===== src/rtl/div.sv =====
// Iterative 32-bit restoring divider (signed/unsigned) for the EX stage.
// result_o = {remainder, quotient}; one quotient bit per cycle, 33 cycles per divide.
module div (
  input  logic        clk,
  input  logic        rst,
  input  logic        signed_div_i,
  input  logic [31:0] opdata1_i,
  input  logic [31:0] opdata2_i,
  input  logic        start_i,
  input  logic        annul_i,
  output logic [63:0] result_o,
  output logic        ready_o
);

  typedef enum logic [1:0] {FREE, BYZERO, ON, END} state_e;

  state_e      state_q, state_d;
  logic [5:0]  cnt_q, cnt_d;
  logic [64:0] work_q, work_d;
  logic [31:0] divisor_q, divisor_d;
  logic        neg_quo_q, neg_quo_d;
  logic        neg_rem_q, neg_rem_d;
  logic [63:0] result_q, result_d;
  logic        ready_q, ready_d;

  logic [32:0] diff;
  logic [31:0] op1_abs, op2_abs, quo, rem;

  always_comb begin
    op1_abs = (signed_div_i && opdata1_i[31]) ? (~opdata1_i + 32'd1) : opdata1_i;
    op2_abs = (signed_div_i && opdata2_i[31]) ? (~opdata2_i + 32'd1) : opdata2_i;
    diff    = {1'b0, work_q[63:32]} - {1'b0, divisor_q};
    quo     = neg_quo_q ? (~work_q[31:0] + 32'd1)  : work_q[31:0];
    rem     = neg_rem_q ? (~work_q[64:33] + 32'd1) : work_q[64:33];
  end

  always_comb begin
    state_d   = state_q;
    cnt_d     = cnt_q;
    work_d    = work_q;
    divisor_d = divisor_q;
    neg_quo_d = neg_quo_q;
    neg_rem_d = neg_rem_q;
    result_d  = result_q;
    ready_d   = ready_q;
    case (state_q)
      FREE: begin
        ready_d  = 1'b0;
        result_d = '0;
        if (start_i && !annul_i) begin
          divisor_d = op2_abs;
          neg_quo_d = signed_div_i & (opdata1_i[31] ^ opdata2_i[31]);
          neg_rem_d = signed_div_i & opdata1_i[31];
          work_d    = {32'h0, op1_abs, 1'b0};
          cnt_d     = '0;
          state_d   = (opdata2_i == 32'h0) ? BYZERO : ON;
        end
      end
      BYZERO: begin
        result_d = '0;
        ready_d  = 1'b1;
        state_d  = END;
      end
      ON: begin
        if (annul_i) begin
          state_d  = FREE;
          cnt_d    = '0;
          ready_d  = 1'b0;
          result_d = '0;
        end else if (!cnt_q[5]) begin
          // Restoring step: subtract only when the partial remainder covers the divisor.
          work_d = diff[32] ? {work_q[63:0], 1'b0} : {diff[31:0], work_q[31:0], 1'b1};
          cnt_d  = cnt_q + 6'd1;
        end else begin
          result_d = {rem, quo};
          ready_d  = 1'b1;
          state_d  = END;
        end
      end
      END: begin
        if (!start_i) begin
          state_d  = FREE;
          ready_d  = 1'b0;
          result_d = '0;
        end
      end
      default: state_d = FREE;
    endcase
  end

  always_ff @(posedge clk or posedge rst) begin
    if (rst) begin
      state_q   <= FREE;
      cnt_q     <= '0;
      work_q    <= '0;
      divisor_q <= '0;
      neg_quo_q <= 1'b0;
      neg_rem_q <= 1'b0;
      result_q  <= '0;
      ready_q   <= 1'b0;
    end else begin
      state_q   <= state_d;
      cnt_q     <= cnt_d;
      work_q    <= work_d;
      divisor_q <= divisor_d;
      neg_quo_q <= neg_quo_d;
      neg_rem_q <= neg_rem_d;
      result_q  <= result_d;
      ready_q   <= ready_d;
    end
  end

  assign result_o = result_q;
  assign ready_o  = ready_q;

endmodule

===== config.mk =====
export PLATFORM = sky130hd
export DESIGN_NAME = div
export DESIGN_NICKNAME = d
export VERILOG_FILES = /design/src/rtl/div.sv
export SDC_FILE = /design/constraint.sdc
export NUM_CORES = 1
export LEC_CHECK = 0
export CAP_MARGIN = 20
export CORE_MARGIN = 2
export CORE_UTILIZATION = 47
export CTS_BUF_LIST = sky130_fd_sc_hd__clkbuf_16
export CTS_CLUSTER_DIAMETER = 100
export DETAILED_ROUTE_END_ITERATION = 8
export MAX_ROUTING_LAYER = met4
export PLACE_DENSITY = 0.7
export SLEW_MARGIN = 10
export SYNTH_ARGS = -nofsm -noshare
export SYNTH_HDL_FRONTEND = slang
export SYNTH_SLANG_ARGS = --single-unit

===== constraint.sdc =====
create_clock -name clk -period 7.9 [get_ports clk]
set_input_delay 1.58 -clock clk [delete_from_list [all_inputs] [get_ports clk]]
set_output_delay 1.58 -clock clk [all_outputs]
set_load 0.1 [all_outputs]

Word level (Yosys, flattened, before mapping). Cells that the tools add are included.

Logic and storage cells: 72. Bits in registers: 172.

Add/subtract/negate cells: 6. Equality and inequality tests: 9. Reductions and logical operators: 14. Bitwise gates (word level): 7. Multiplexer cells: 27.

Operators with widths (count): 2-to-1 mux 65 bit (4); 2-to-1 mux 64 bit (3); one-hot mux 64 bit (3 select lines) (1); one-hot mux 65 bit (2 select lines) (1); adder 32 x 1 -> 32 bit (second input constant) (4); 2-to-1 mux 32 bit (4); inverter 32 bit (4); subtractor 32 x 32 -> 33 bit (1); zero test 32 bit (1); 2-to-1 mux 6 bit (3); one-hot mux 6 bit (2 select lines) (1); 2-to-1 mux 2 bit (5); inequality test 2 bit (second input constant) (4); one-hot mux 2 bit (4 select lines) (1); adder 6 x 1 -> 6 bit (second input constant) (1); inequality test 3 bit (second input constant) (2); AND reduction 2 bit (3); AND reduction 3 bit (2); == test 2 bit (second input constant) (2); one-hot mux 1 bit (4 select lines) (1); AND reduction 4 bit (1); logical AND 1 bit (3); 2-to-1 mux 1 bit (3); AND 1 bit (2); 6 further kinds (6).

Depth between registers and ports, before layout.
Depth after elaboration: 6. Mapped depth: 13. Gate-level depth less buffers: 11.

Worst setup path after synthesis. OpenSTA, ideal clock, no wires.

Path type: input-to-reg. Start point: input opdata2_i[9]. End point: register state_q[0]. Buffers on the path: 0. Path slack: 4355 ps. Setup time: 94 ps. Stages: 8. Data arrival time: 3452 ps. Required time: 7806 ps. Cell sequence: or4_1 or3_4 nor3_4 nand2_2 nor4_2 a211o_1 o21ai_1 a221oi_2.

Word-level cells in the longest chain between the ends: 4.

Ends and longest elaborated chain: start: declaration (line 8) `input logic [31:0] opdata2_i,`; zero test 32 bit (line 56) `state_d = (opdata2_i == 32'h0) ? BYZERO : ON;`; 2-to-1 mux 2 bit (line 56); 2-to-1 mux 2 bit (line 50) `if (start_i && !annul_i) begin`; one-hot mux 2 bit (4 select lines) (line 46) `case (state_q)`; end signal: assignment (line 102) `state_q <= state_d;`; end: declaration (line 17) `state_e state_q, state_d;`.

Every way passes these cells. The select of a mux whose other input is x is not followed. A chain may end at the register's enable or synchronous reset.

Final worst setup path.
Start point: input start_i. End point: register work_q[62].

Word-level cells in the longest chain between the ends: 3.

Ends and longest elaborated chain: start: declaration (line 9) `input logic start_i,`; logical AND 1 bit (line 50); inequality test 2 bit (no source line); AND reduction 4 bit (no source line); end signal: assignment (line 104) `work_q <= work_d;`; end: declaration (line 19) `logic [64:0] work_q, work_d;`.

Every way passes these cells.

==> metrics.csv <==
metric,value,unit
Synth Area in Simple Gates,0.181,
Max Fclk,231,MHz
first-pass GRT wire length,47700,µm
mux cell area share after synthesis,0.0115,
initial DRC count,799,
setup bufs post-CTS,0,
Routed Antenna Nets,0,
# DRC,0,
CTS Root Cell,clkbuf_16,
Slew headroom,0.293,
pin count of the biggest net entering global routing,108,
"non-filler cells, final",1766,
clk slew on worst S/H paths,80,ps
Detailed Routing Iterations Pass 1,5,
CP startpoint kind,input port,
"commonest non-fill, non-tap cell in the layout",nand2_1,
Yosys reg bits,172,
Switching Power,0.00254,W
Die X,159,µm
core area,23600,µm²
Layout Nets,1546,
MaxCap Viol Count,0,
CTS tree,built,
P_leak,5.80,nW
Vias,9940,
Via density,5.63,
synthesized area,11400,µm²
fillers,2204,
internal cell power,0.00272,W
Crit path required time,8220,ps
clk_lat worst skew,440,ps
die area,25400,µm²
Final HPWL DP,21200,µm
routability cong.,0.944,
initial antenna violation count,0,
Inst Count DP,1733,
fraction of layout cells with a size suffix above 1,0.0525,
post-synth net total,1452,
sequential share of the synthesized area,0.379,
Clk network pwr share,0.157,
main combinational cell family by area after synthesis,compound AO/OA/AOI/OAI gates,
crit-path max FO,62,
final hold slack,478,ps
power per cell area,389,nW/µm²
# IOs,134,
Cells after Synth,1340,
DR WL/cell,16.2,µm
Critical Path End Type,register,
most frequent cells in the layout,"198 x nand2_1, 176 x o21ai_0, 172 x dfrtp_1",
Synth Area in Compound Gates,0.229,
Core Rows,56,
Tcrit/Tclk final,0.548,
Final Hold Viols,0,
grt ovf,0,
power share of the combinational group,0.552,
asr flop ratio synth,1.00,
Final Skew,15.1,ps
vias in the first global route,9154,
Flop pwr share,0.291,
Max Transition Viols Final,0,
Die H,159,µm
synthesis warning total,0,
clk sinks,172,
Max VDD drop,201,µV
post-cts sizing count,0,
Bufs on Longest Clock Path,2,
top_reg_cell synth,dfrtp_1,
fin crit period,4330,ps
Setup Viol. Count Final,0,
H-tree lvl count,4,
total track usage,0.234,
initial core utilization,0.481,
cts hold-fix bufs,0,
# port buffers,133,
syn_area_per_cell,8.48,µm²
Detailed Route WL,28600,µm
Post-synth EDFFs,0,
P&R area growth vs syn,19.1,%
worst path arrival time,4650,ps
Synth Area in Adders,0.0480,
Sw Ratio,0.483,
outcome,completed,
post-synthesis share of cell area spent on xor and xnor gates,0.110,
worst min path class,reg -> reg,
CTS buffer count,17,
fin worst setup slack,3570,ps
Placement Setup Slack,2640,ps
worst-margin pin slew,1060,ps
library cells used by synthesis,73,
Ant. Diodes,0,
Total Neg Setup Slack,0,ps
"Worst Path Class, Setup",in -> reg,
RSZ-0062 raised after global routing,false,
==> cell usage after synthesis (28+ instances only) <==
master | instances | area (µm²)
nand2_1 | 200 | 751
o21ai_0 | 177 | 886
dfrtp_1 | 172 | 4300
xor2_1 | 94 | 823
a21oi_1 | 82 | 410
nor2_1 | 65 | 244
inv_1 | 55 | 206
clkbuf_1 | 52 | 195
xnor2_1 | 49 | 429
ha_1 | 42 | 526
o31ai_1 | 31 | 233
nand3_1 | 28 | 140
==> kinds of logic after synthesis <==
kind of cell	count (synthesis)
buffers and inverters	122
xor gates and xnor gates	143
adders and majority gates	43
DFF	172
and+or+nand+nor	428
AOI/OAI and AO/OA	419
muxes	13
==> final timing paths <==
kind / startpoint / to / slack (ps) / cells past startpoint
setup / recovery: start_i / work_q[62] / 3570 / 9
hold / removal: result_o[17] / result_o[17] / 480 / 2
setup reg to reg: state_q[0] / work_q[62] / 3970 / 8
hold reg to reg: result_o[17] / result_o[17] / 480 / 2
max in group asynchronous: rst / work_q[42] / 4700 / 3
min in group asynchronous: rst / result_o[49] / 1740 / 2
==> flip-flops by register name, indices dropped and copies added, names as in the netlist <==
signal and cells:
divisor_q 32, result_o 64, state_q 2, ready_o 1
neg_quo_q 1, cnt_q 6, work_q 65, neg_rem_q 1
==> metal layers <==
metal,wire length [µm],GRT usage,up-vias
met4,395,0.0603,0
met5,0,-,-
met2,11800,0.322,299
met1,14700,0.358,4651
met3,1830,0.0357,30
li1,-,-,4960
==> area by class of cell <==
cell class	count	area, µm²	area share
inverters	56	215	0.0159
clock inverters	15	150	0.0111
multi-input cells	1046	6620	0.489
flip-flops and latches	172	4300	0.318
clock buffers	17	425	0.0314
repair buffers	141	1420	0.105
well taps	319	399	0.0295
==> power by group through the flow <==
stage / Combinational [W] / Clock (W) / Sequential [W]
floorplan: 0.00232 / 0 / 0.00137
global placement: 0.00283 / 0 / 0.00152
detailed placement: 0.00286 / 0 / 0.00153
CTS: 0.00289 / 0.000842 / 0.00152
global route: 0.00327 / 0.000876 / 0.00157
finish: 0.00291 / 0.000826 / 0.00153
==> stage by stage <==
| stage | total power, W | instance area [µm²] | utilization |
|---|---|---|---|
| floorplan | 0.00369 | 11400 | - |
| global placement | 0.00435 | 12900 | 0.547 |
| detailed placement | 0.00440 | 12900 | 0.548 |
| CTS | 0.00525 | 13500 | 0.572 |
| global route | 0.00572 | 13500 | 0.573 |
| finish | 0.00526 | 13500 | 0.573 |
==> critical path, cell delays in order <==
cell             delay, ps
clkdlybuf4s50_1        550
nor2b_1                280
nand2_2                180
buf_12                 230
o21ai_0                230
nand2_2                600
buf_4                  500
a32o_1                 260
a31o_2                 200
Note: power is estimated with default switching activity, not from simulation.
